===== src/rtl/seven_seg_scan_driver_if.sv =====
// Display-side bundle of the 7-segment scan driver: digit data/load/enable in,
// shared segment and anode pins plus frame pulse out.
interface seven_seg_scan_driver_if #(
  parameter int NUM_DIGITS = 4
);
  logic [4*NUM_DIGITS-1:0] value;
  logic [NUM_DIGITS-1:0]   dp_in;
  logic                    load;
  logic                    enable;
  logic [6:0]              seg_n;
  logic                    dp_n;
  logic [NUM_DIGITS-1:0]   an_n;
  logic                    frame_tick;

  modport master (output value, dp_in, load, enable,
                  input  seg_n, dp_n, an_n, frame_tick);
  modport slave  (input  value, dp_in, load, enable,
                  output seg_n, dp_n, an_n, frame_tick);
endinterface


===== src/rtl/seven_seg_scan_driver.sv =====
// Multiplexed common-anode hex display driver with frame-aligned shadow update,
// leading-zero blanking and a per-slot anti-ghosting blank window.
module seven_seg_scan_driver #(
  parameter int NUM_DIGITS   = 4,
  parameter int CLK_DIV      = 50000,
  parameter int BLANK_CYCLES = 500,
  parameter int LZ_BLANK     = 1
) (
  input  logic clk,
  input  logic resetn,
  seven_seg_scan_driver_if.slave bus
);
  localparam int CW = $clog2(CLK_DIV);
  localparam int IW = (NUM_DIGITS > 1) ? $clog2(NUM_DIGITS) : 1;

  logic [CW-1:0]                cnt_q, cnt_d;
  logic [IW-1:0]                idx_q, idx_d;
  logic [NUM_DIGITS-1:0][3:0]   shd_val_q, shd_val_d, dsp_val_q, dsp_val_d;
  logic [NUM_DIGITS-1:0]        shd_dp_q, shd_dp_d, dsp_dp_q, dsp_dp_d;
  logic [6:0]                   seg_q, seg_d;
  logic                         dp_q, dp_d;
  logic [NUM_DIGITS-1:0]        an_q, an_d;
  logic                         ftick_q, ftick_d;
  logic                         slot_end, frame_end, lit, hi_zero;
  logic [NUM_DIGITS-1:0]        blank;

  function automatic logic [6:0] hex7(input logic [3:0] h);
    case (h)
      4'h0: hex7 = 7'h40;  4'h1: hex7 = 7'h79;  4'h2: hex7 = 7'h24;  4'h3: hex7 = 7'h30;
      4'h4: hex7 = 7'h19;  4'h5: hex7 = 7'h12;  4'h6: hex7 = 7'h02;  4'h7: hex7 = 7'h78;
      4'h8: hex7 = 7'h00;  4'h9: hex7 = 7'h10;  4'hA: hex7 = 7'h08;  4'hB: hex7 = 7'h03;
      4'hC: hex7 = 7'h46;  4'hD: hex7 = 7'h21;  4'hE: hex7 = 7'h06;  default: hex7 = 7'h0E;
    endcase
  endfunction

  assign slot_end  = (cnt_q == CW'(CLK_DIV-1));
  assign frame_end = slot_end && (idx_q == IW'(NUM_DIGITS-1));

  generate
    if (BLANK_CYCLES == 0) begin : g_no_blank
      assign lit = 1'b1;
    end else begin : g_blank
      assign lit = (cnt_q >= CW'(BLANK_CYCLES));
    end
  endgenerate

  // A digit is blank when it and every more-significant digit are zero.
  always_comb begin
    blank   = '0;
    hi_zero = 1'b1;
    for (int i = NUM_DIGITS-1; i > 0; i--) begin
      hi_zero  = hi_zero && (dsp_val_q[i] == 4'h0);
      blank[i] = (LZ_BLANK != 0) && hi_zero;
    end
  end

  always_comb begin
    cnt_d     = slot_end ? '0 : cnt_q + 1'b1;
    idx_d     = idx_q;
    if (slot_end) idx_d = (idx_q == IW'(NUM_DIGITS-1)) ? '0 : idx_q + 1'b1;
    shd_val_d = shd_val_q;
    shd_dp_d  = shd_dp_q;
    if (bus.load) begin
      shd_val_d = bus.value;
      shd_dp_d  = bus.dp_in;
    end
    // Taking the next shadow value gives the load-on-boundary bypass for free.
    dsp_val_d = dsp_val_q;
    dsp_dp_d  = dsp_dp_q;
    if (frame_end) begin
      dsp_val_d = shd_val_d;
      dsp_dp_d  = shd_dp_d;
    end
    ftick_d = frame_end;
    seg_d   = blank[idx_q] ? 7'h7F : hex7(dsp_val_q[idx_q]);
    dp_d    = ~dsp_dp_q[idx_q];
    an_d    = (lit && bus.enable) ? ~(NUM_DIGITS'(1) << idx_q) : '1;
  end

  always_ff @(posedge clk or negedge resetn) begin
    if (!resetn) begin
      cnt_q     <= '0;
      idx_q     <= '0;
      shd_val_q <= '0;
      shd_dp_q  <= '0;
      dsp_val_q <= '0;
      dsp_dp_q  <= '0;
      seg_q     <= 7'h7F;
      dp_q      <= 1'b1;
      an_q      <= '1;
      ftick_q   <= 1'b0;
    end else begin
      cnt_q     <= cnt_d;
      idx_q     <= idx_d;
      shd_val_q <= shd_val_d;
      shd_dp_q  <= shd_dp_d;
      dsp_val_q <= dsp_val_d;
      dsp_dp_q  <= dsp_dp_d;
      seg_q     <= seg_d;
      dp_q      <= dp_d;
      an_q      <= an_d;
      ftick_q   <= ftick_d;
    end
  end

  assign bus.seg_n      = seg_q;
  assign bus.dp_n       = dp_q;
  assign bus.an_n       = an_q;
  assign bus.frame_tick = ftick_q;
endmodule


===== src/flat_wrapper.sv =====
// flat-port wrapper written by rule: the top's interface ports become plain ports
module seven_seg_scan_driver_flat 
#(
  parameter int NUM_DIGITS   = 4,
  parameter int CLK_DIV      = 50000,
  parameter int BLANK_CYCLES = 500,
  parameter int LZ_BLANK     = 1
)
  (clk, resetn, bus_value, bus_dp_in, bus_load, bus_enable, bus_seg_n, bus_dp_n, bus_an_n, bus_frame_tick);
  seven_seg_scan_driver_if #(.NUM_DIGITS(NUM_DIGITS)) bus_i ();
  input  logic clk;
  input  logic resetn;
  input wire logic [$bits(bus_i.value)-1:0] bus_value;
  input wire logic [$bits(bus_i.dp_in)-1:0] bus_dp_in;
  input wire logic [$bits(bus_i.load)-1:0] bus_load;
  input wire logic [$bits(bus_i.enable)-1:0] bus_enable;
  output wire logic [$bits(bus_i.seg_n)-1:0] bus_seg_n;
  output wire logic [$bits(bus_i.dp_n)-1:0] bus_dp_n;
  output wire logic [$bits(bus_i.an_n)-1:0] bus_an_n;
  output wire logic [$bits(bus_i.frame_tick)-1:0] bus_frame_tick;
  assign bus_i.value = bus_value;
  assign bus_i.dp_in = bus_dp_in;
  assign bus_i.load = bus_load;
  assign bus_i.enable = bus_enable;
  assign bus_seg_n = bus_i.seg_n;
  assign bus_dp_n = bus_i.dp_n;
  assign bus_an_n = bus_i.an_n;
  assign bus_frame_tick = bus_i.frame_tick;
  seven_seg_scan_driver #(.NUM_DIGITS(NUM_DIGITS), .CLK_DIV(CLK_DIV), .BLANK_CYCLES(BLANK_CYCLES), .LZ_BLANK(LZ_BLANK)) u_core (.clk(clk), .resetn(resetn), .bus(bus_i));
endmodule

===== config.mk =====
export PLATFORM = sky130hd
export DESIGN_NAME = seven_seg_scan_driver_flat
export DESIGN_NICKNAME = d
export VERILOG_FILES = /design/src/rtl/seven_seg_scan_driver_if.sv /design/src/rtl/seven_seg_scan_driver.sv /design/src/flat_wrapper.sv
export SDC_FILE = /design/constraint.sdc
export NUM_CORES = 1
export LEC_CHECK = 0
export CORE_ASPECT_RATIO = 0.6
export CORE_UTILIZATION = 60
export CTS_CLUSTER_SIZE = 16
export DETAILED_ROUTE_END_ITERATION = 8
export PLACE_DENSITY = 0.85
export SLEW_MARGIN = 20
export SYNTH_ARGS = -nofsm -noshare
export SYNTH_HDL_FRONTEND = slang
export SYNTH_SLANG_ARGS = --single-unit
export TNS_END_PERCENT = 1

===== constraint.sdc =====
create_clock -name clk -period 3.58 [get_ports clk]
set_input_delay 0.716 -clock clk [delete_from_list [all_inputs] [get_ports clk]]
set_output_delay 0.716 -clock clk [all_outputs]
set_load 0.005 [all_outputs]

==> qor_table.md <==
| Step | Parameter | Value |
| --- | --- | --- |
| routing | Initial DRC Count | 102 |
| logic synthesis | Library cells used by synthesis | 38 |
| sta | Maximum clock skew at final layout | 0.00768 ns |
| routing | DRC | 2 |
| logic synthesis | Post-synthesis instance area | 3310 µm² |
| clock network | Post-CTS Hold Fix Bufs | 0 |
| placed design | RD Place Congestion | 0.840 |
| sta | Setup repair after global routing missed its margin | false |
| power and ir drop | Leak pwr | 1.77 nW |
| hold path | Hold WC Path Type | input port to async pin |
| run status | Result of the run | finished with violations |
| sta | Total negative slack | 0 ns |
| setup path | Reg2reg start | u_core.cnt_q[11] |
| cells and area | Number of nets in the finished design | 323 |
| floorplan | Standard-cell row count | 20 |
| floorplan | Placeable core region | 5180 µm² |
| routing | Post-DR wirelength/cell | 17.0 µm |
| clock network | Clock Sink Count | 71 |
| global route | Pin count of the biggest net entering global routing | 32 |
| logic synthesis | Cell type contributing the most total cell area after synthesis | sky130_fd_sc_hd__dfrtp_1 |
| cells and area | Layout cell share with drive strength beyond 1 | 28.4% |
| clock network | H-Tree Level Count | 3 |
| global route | Aggregate global-route resource usage | 23.8% |
| setup path | Crit-path max FO | 21 |
| flow run | Max-cap viol count | 0 |
| logic synthesis | Proportion of synthesized flip-flops having asynchronous set or reset | 100% |
| sta | Final setup violation count | 0 |
| cells and area | Number of standard cells in the final layout excluding fillers | 358 |
| logic synthesis | Dominant synthesized flop cell | sky130_fd_sc_hd__dfrtp_1 |
| run status | Violations in the final reports | design-rule violations |
| sta | Hold violation count in the final report | 0 |
| cells and area | Number of antenna repair diodes | 0 |
| power and ir drop | Maximum vdd drop | 0.269 mV |
| cells and area | Area growth syn-to-layout | 18.5% |
| logic synthesis | Area share of and/or/nand/nor cells after synthesis | 10.6% |
| global route | Number of antenna violations at the first check in global routing | 0 |
| logic synthesis | Sequential cell area fraction in the yosys report | 54.1% |
| logic synthesis | Portion of netlist area occupied by mux cells | 20.2% |
| logic synthesis | Most common cell in the netlist | sky130_fd_sc_hd__dfrtp_1 |
| placed design | Cell Count Post-Placement | 342 |
| sta | Final count of pins violating max slew | 0 |
| routing | Total wire length | 6100 µm |
| global route | Grt total ovfl | 0 |
| sta | Min setup slack post-route | 1.28 ns |
| clock network | TritonCTS buffer count | 9 |
| global route | Vias in the first global route | 2,036 |
| routing | Total vias in the final route | 2,057 |
| logic synthesis | Number of standard cells after synthesis | 246 |
| setup path | Element type at the critical path end | flip-flop |
| routing | Antenna viol nets, final | 0 |
| placed design | # port buffers | 36 |
| logic synthesis | Top cells by instance count after synthesis | sky130_fd_sc_hd__dfrtp_1, sky130_fd_sc_hd__mux2_2, sky130_fd_sc_hd__mux2_4, sky130_fd_sc_hd__nand2_1, sky130_fd_sc_hd__xor2_1 |
| clock network | Total of cells resized after clock tree synthesis | 0 |
| clock network | Clock-pin transition on the worst setup and hold timing paths | 0.08 ns |
| clock network | Root Buffer Master | sky130_fd_sc_hd__clkbuf_8 |
| floorplan | Initial standard-cell utilization of the core | 63.9% |
| floorplan | Die boundary width | 97.9 µm |
| clock network | Setup Fix Bufs, Post-CTS | 0 |
| floorplan | Height of the die | 59.5 µm |
| logic synthesis | Dominant combinational cell family by area after synthesis | multiplexers |
| setup path | Critical path class | flip-flop to flip-flop |
| sta | Post-route minimum period | 2.30 ns |
| sta | Actual slew at the worst max-slew pin | 0.685 ns |
| logic synthesis | EDFF count, synth | 0 |
| global route | Global-route wire length before repair | 10,100 µm |
| placed design | Hpwl dp | 4100 µm |
| logic synthesis | Mean instance size in the synthesized netlist | 13.5 µm² |
| sta | Post-route fraction of the period consumed by the critical path | 64.2% |
| routing | Via count normalized by instance count | 5.75 |
| setup path | Arr. time, crit path | 2.53 ns |
| clock network | Clock Latency Late Sink | 0.35 ns |
| logic synthesis | Post-synthesis share of cell area spent on xor and xnor gates | 4.23% |
| routing | DR pass1 iterations | 6 |
| floorplan | Count of boundary I/O pins | 37 |
| logic synthesis | Top area cells in the synthesized netlist | sky130_fd_sc_hd__dfrtp_1, sky130_fd_sc_hd__dfstp_2, sky130_fd_sc_hd__mux2_4 |
| setup path | Worst EP required | 3.81 ns |
| logic synthesis | Adder-cell share of the synthesized area | 4.54% |
| clock network | Buffer depth of the longest clock path | 2 |
| logic synthesis | Share of the synthesized area in compound gates (AO/OA/AOI/OAI) | 3.67% |
| clock network | CTS tree | done |
| placed design | Pre-CTS setup slack | 1.28 ns |
| sta | FMAX | 435 MHz |
| logic synthesis | Net count of the mapped netlist | 282 |
| floorplan | Die area | 5830 µm² |
| power and ir drop | Power density cells | 422 nW/µm² |
| logic synthesis | Yosys top cell area share | 44.6% |
| logic synthesis | Yosys warning total | 0 |
| setup path | Startpoint type of the worst setup path | flip-flop |
| setup path | Start point of the critical path | u_core.cnt_q[11] |
| sta | Relative slew slack | 54.1% |
| logic synthesis | Number of register bits inferred by synthesis | 71 |
==> power breakdown <==
part           switching (mW)  internal, mW  total [mW]
Combinational          0.0616        0.0899       0.151
Sequential             0.0200         0.849       0.869
Clock                   0.294         0.339       0.633
Total                   0.375          1.28        1.65
==> state kept, by name, indices dropped and copies added, names as in the netlist <==
register and flops:
u_core.dsp_dp_q 4, u_core.bus.dp_n 1, u_core.dsp_val_q 16, u_core.shd_dp_q 4, u_core.shd_val_q 16, u_core.bus.seg_n 7
u_core.bus.frame_tick 1, u_core.idx_q 2, u_core.bus.an_n 4, u_core.cnt_q 16
==> cells by family (layout without fill, tap and decap cells) <==
kind of cell               count (synthesis)  count (layout)
DFF                                       71              71
and+or+nand+nor                           61              61
muxes                                     47              47
AOI/OAI and AO/OA                         20              20
buffers and inverters                     19              65
xor gates and xnor gates                  16              16
adders and majority gates                 12              12
==> area by class of cell <==
| type | count | area (µm²) |
|---|---|---|
| Sequential cell | 71 | 1790 |
| Multi-Input combinational cell | 156 | 1430 |
| Fill cell | 314 | 1260 |
| Timing Repair Buffer | 40 | 385 |
| Clock buffer | 11 | 141 |
| Tap cell | 66 | 82.6 |
| Clock inverter | 5 | 57.6 |
| Inverter | 9 | 33.8 |
==> per-layer routing <==
metal / wire [µm] / up-vias / global-route usage (%)
met4: 70 / 0 / 5.41
met2: 2660 / 60 / 34.3
met3: 412 / 13 / 11.1
met5: 0 / - / 0
li1: - / 949 / -
met1: 2950 / 1035 / 32.9
==> worst paths after layout <==
| check | to | slack (ns) | cells past startpoint |
|---|---|---|---|
| max | u_core.dsp_val_q[12] | 1.28 | 4 |
| min reg2reg | u_core.shd_val_q[9] | 0.50 | 1 |
| max in group asynchronous | u_core.bus.dp_n | 2.40 | 2 |
| max reg2reg | u_core.dsp_val_q[12] | 1.28 | 4 |
| min in group clk | u_core.shd_val_q[9] | 0.50 | 1 |
| min | u_core.cnt_q[5] | 0.34 | 1 |
==> placed cells by master (no fill, tap or decap), drive strengths merged, types with 5 or more instances in the layout <==
cell type,count
inv,9
xor2,13
dfrtp,59
clkbuf,11
clkdlybuf4s50,35
mux4,6
mux2,41
nand2,14
nand3,8
o21ai,8
buf,5
ha,12
dfstp,12
nor2,10
==> critical path: stages (launching register included) <==
cell and delay [ns]:
sky130_fd_sc_hd__dfrtp_1 0.43, sky130_fd_sc_hd__or4_4 0.55, sky130_fd_sc_hd__nor4_4 0.30, sky130_fd_sc_hd__nand2_2 0.44
sky130_fd_sc_hd__mux2_4 0.45
==> stage by stage <==
step | hold WS, ns | utilization (%) | cell area, µm² | power, mW
after global placement | 0.483 | 71.9 | 3720 | 1.03
final | 0.339 | 75.7 | 3920 | 1.65
after detailed placement | 0.485 | 71.9 | 3720 | 1.03
after CTS | 0.350 | 75.7 | 3920 | 1.67
after floorplan | 0.420 | - | 3310 | 0.957
after global routing | 0.362 | 75.7 | 3920 | 1.72
Note: power is estimated with default switching activity, not from simulation.
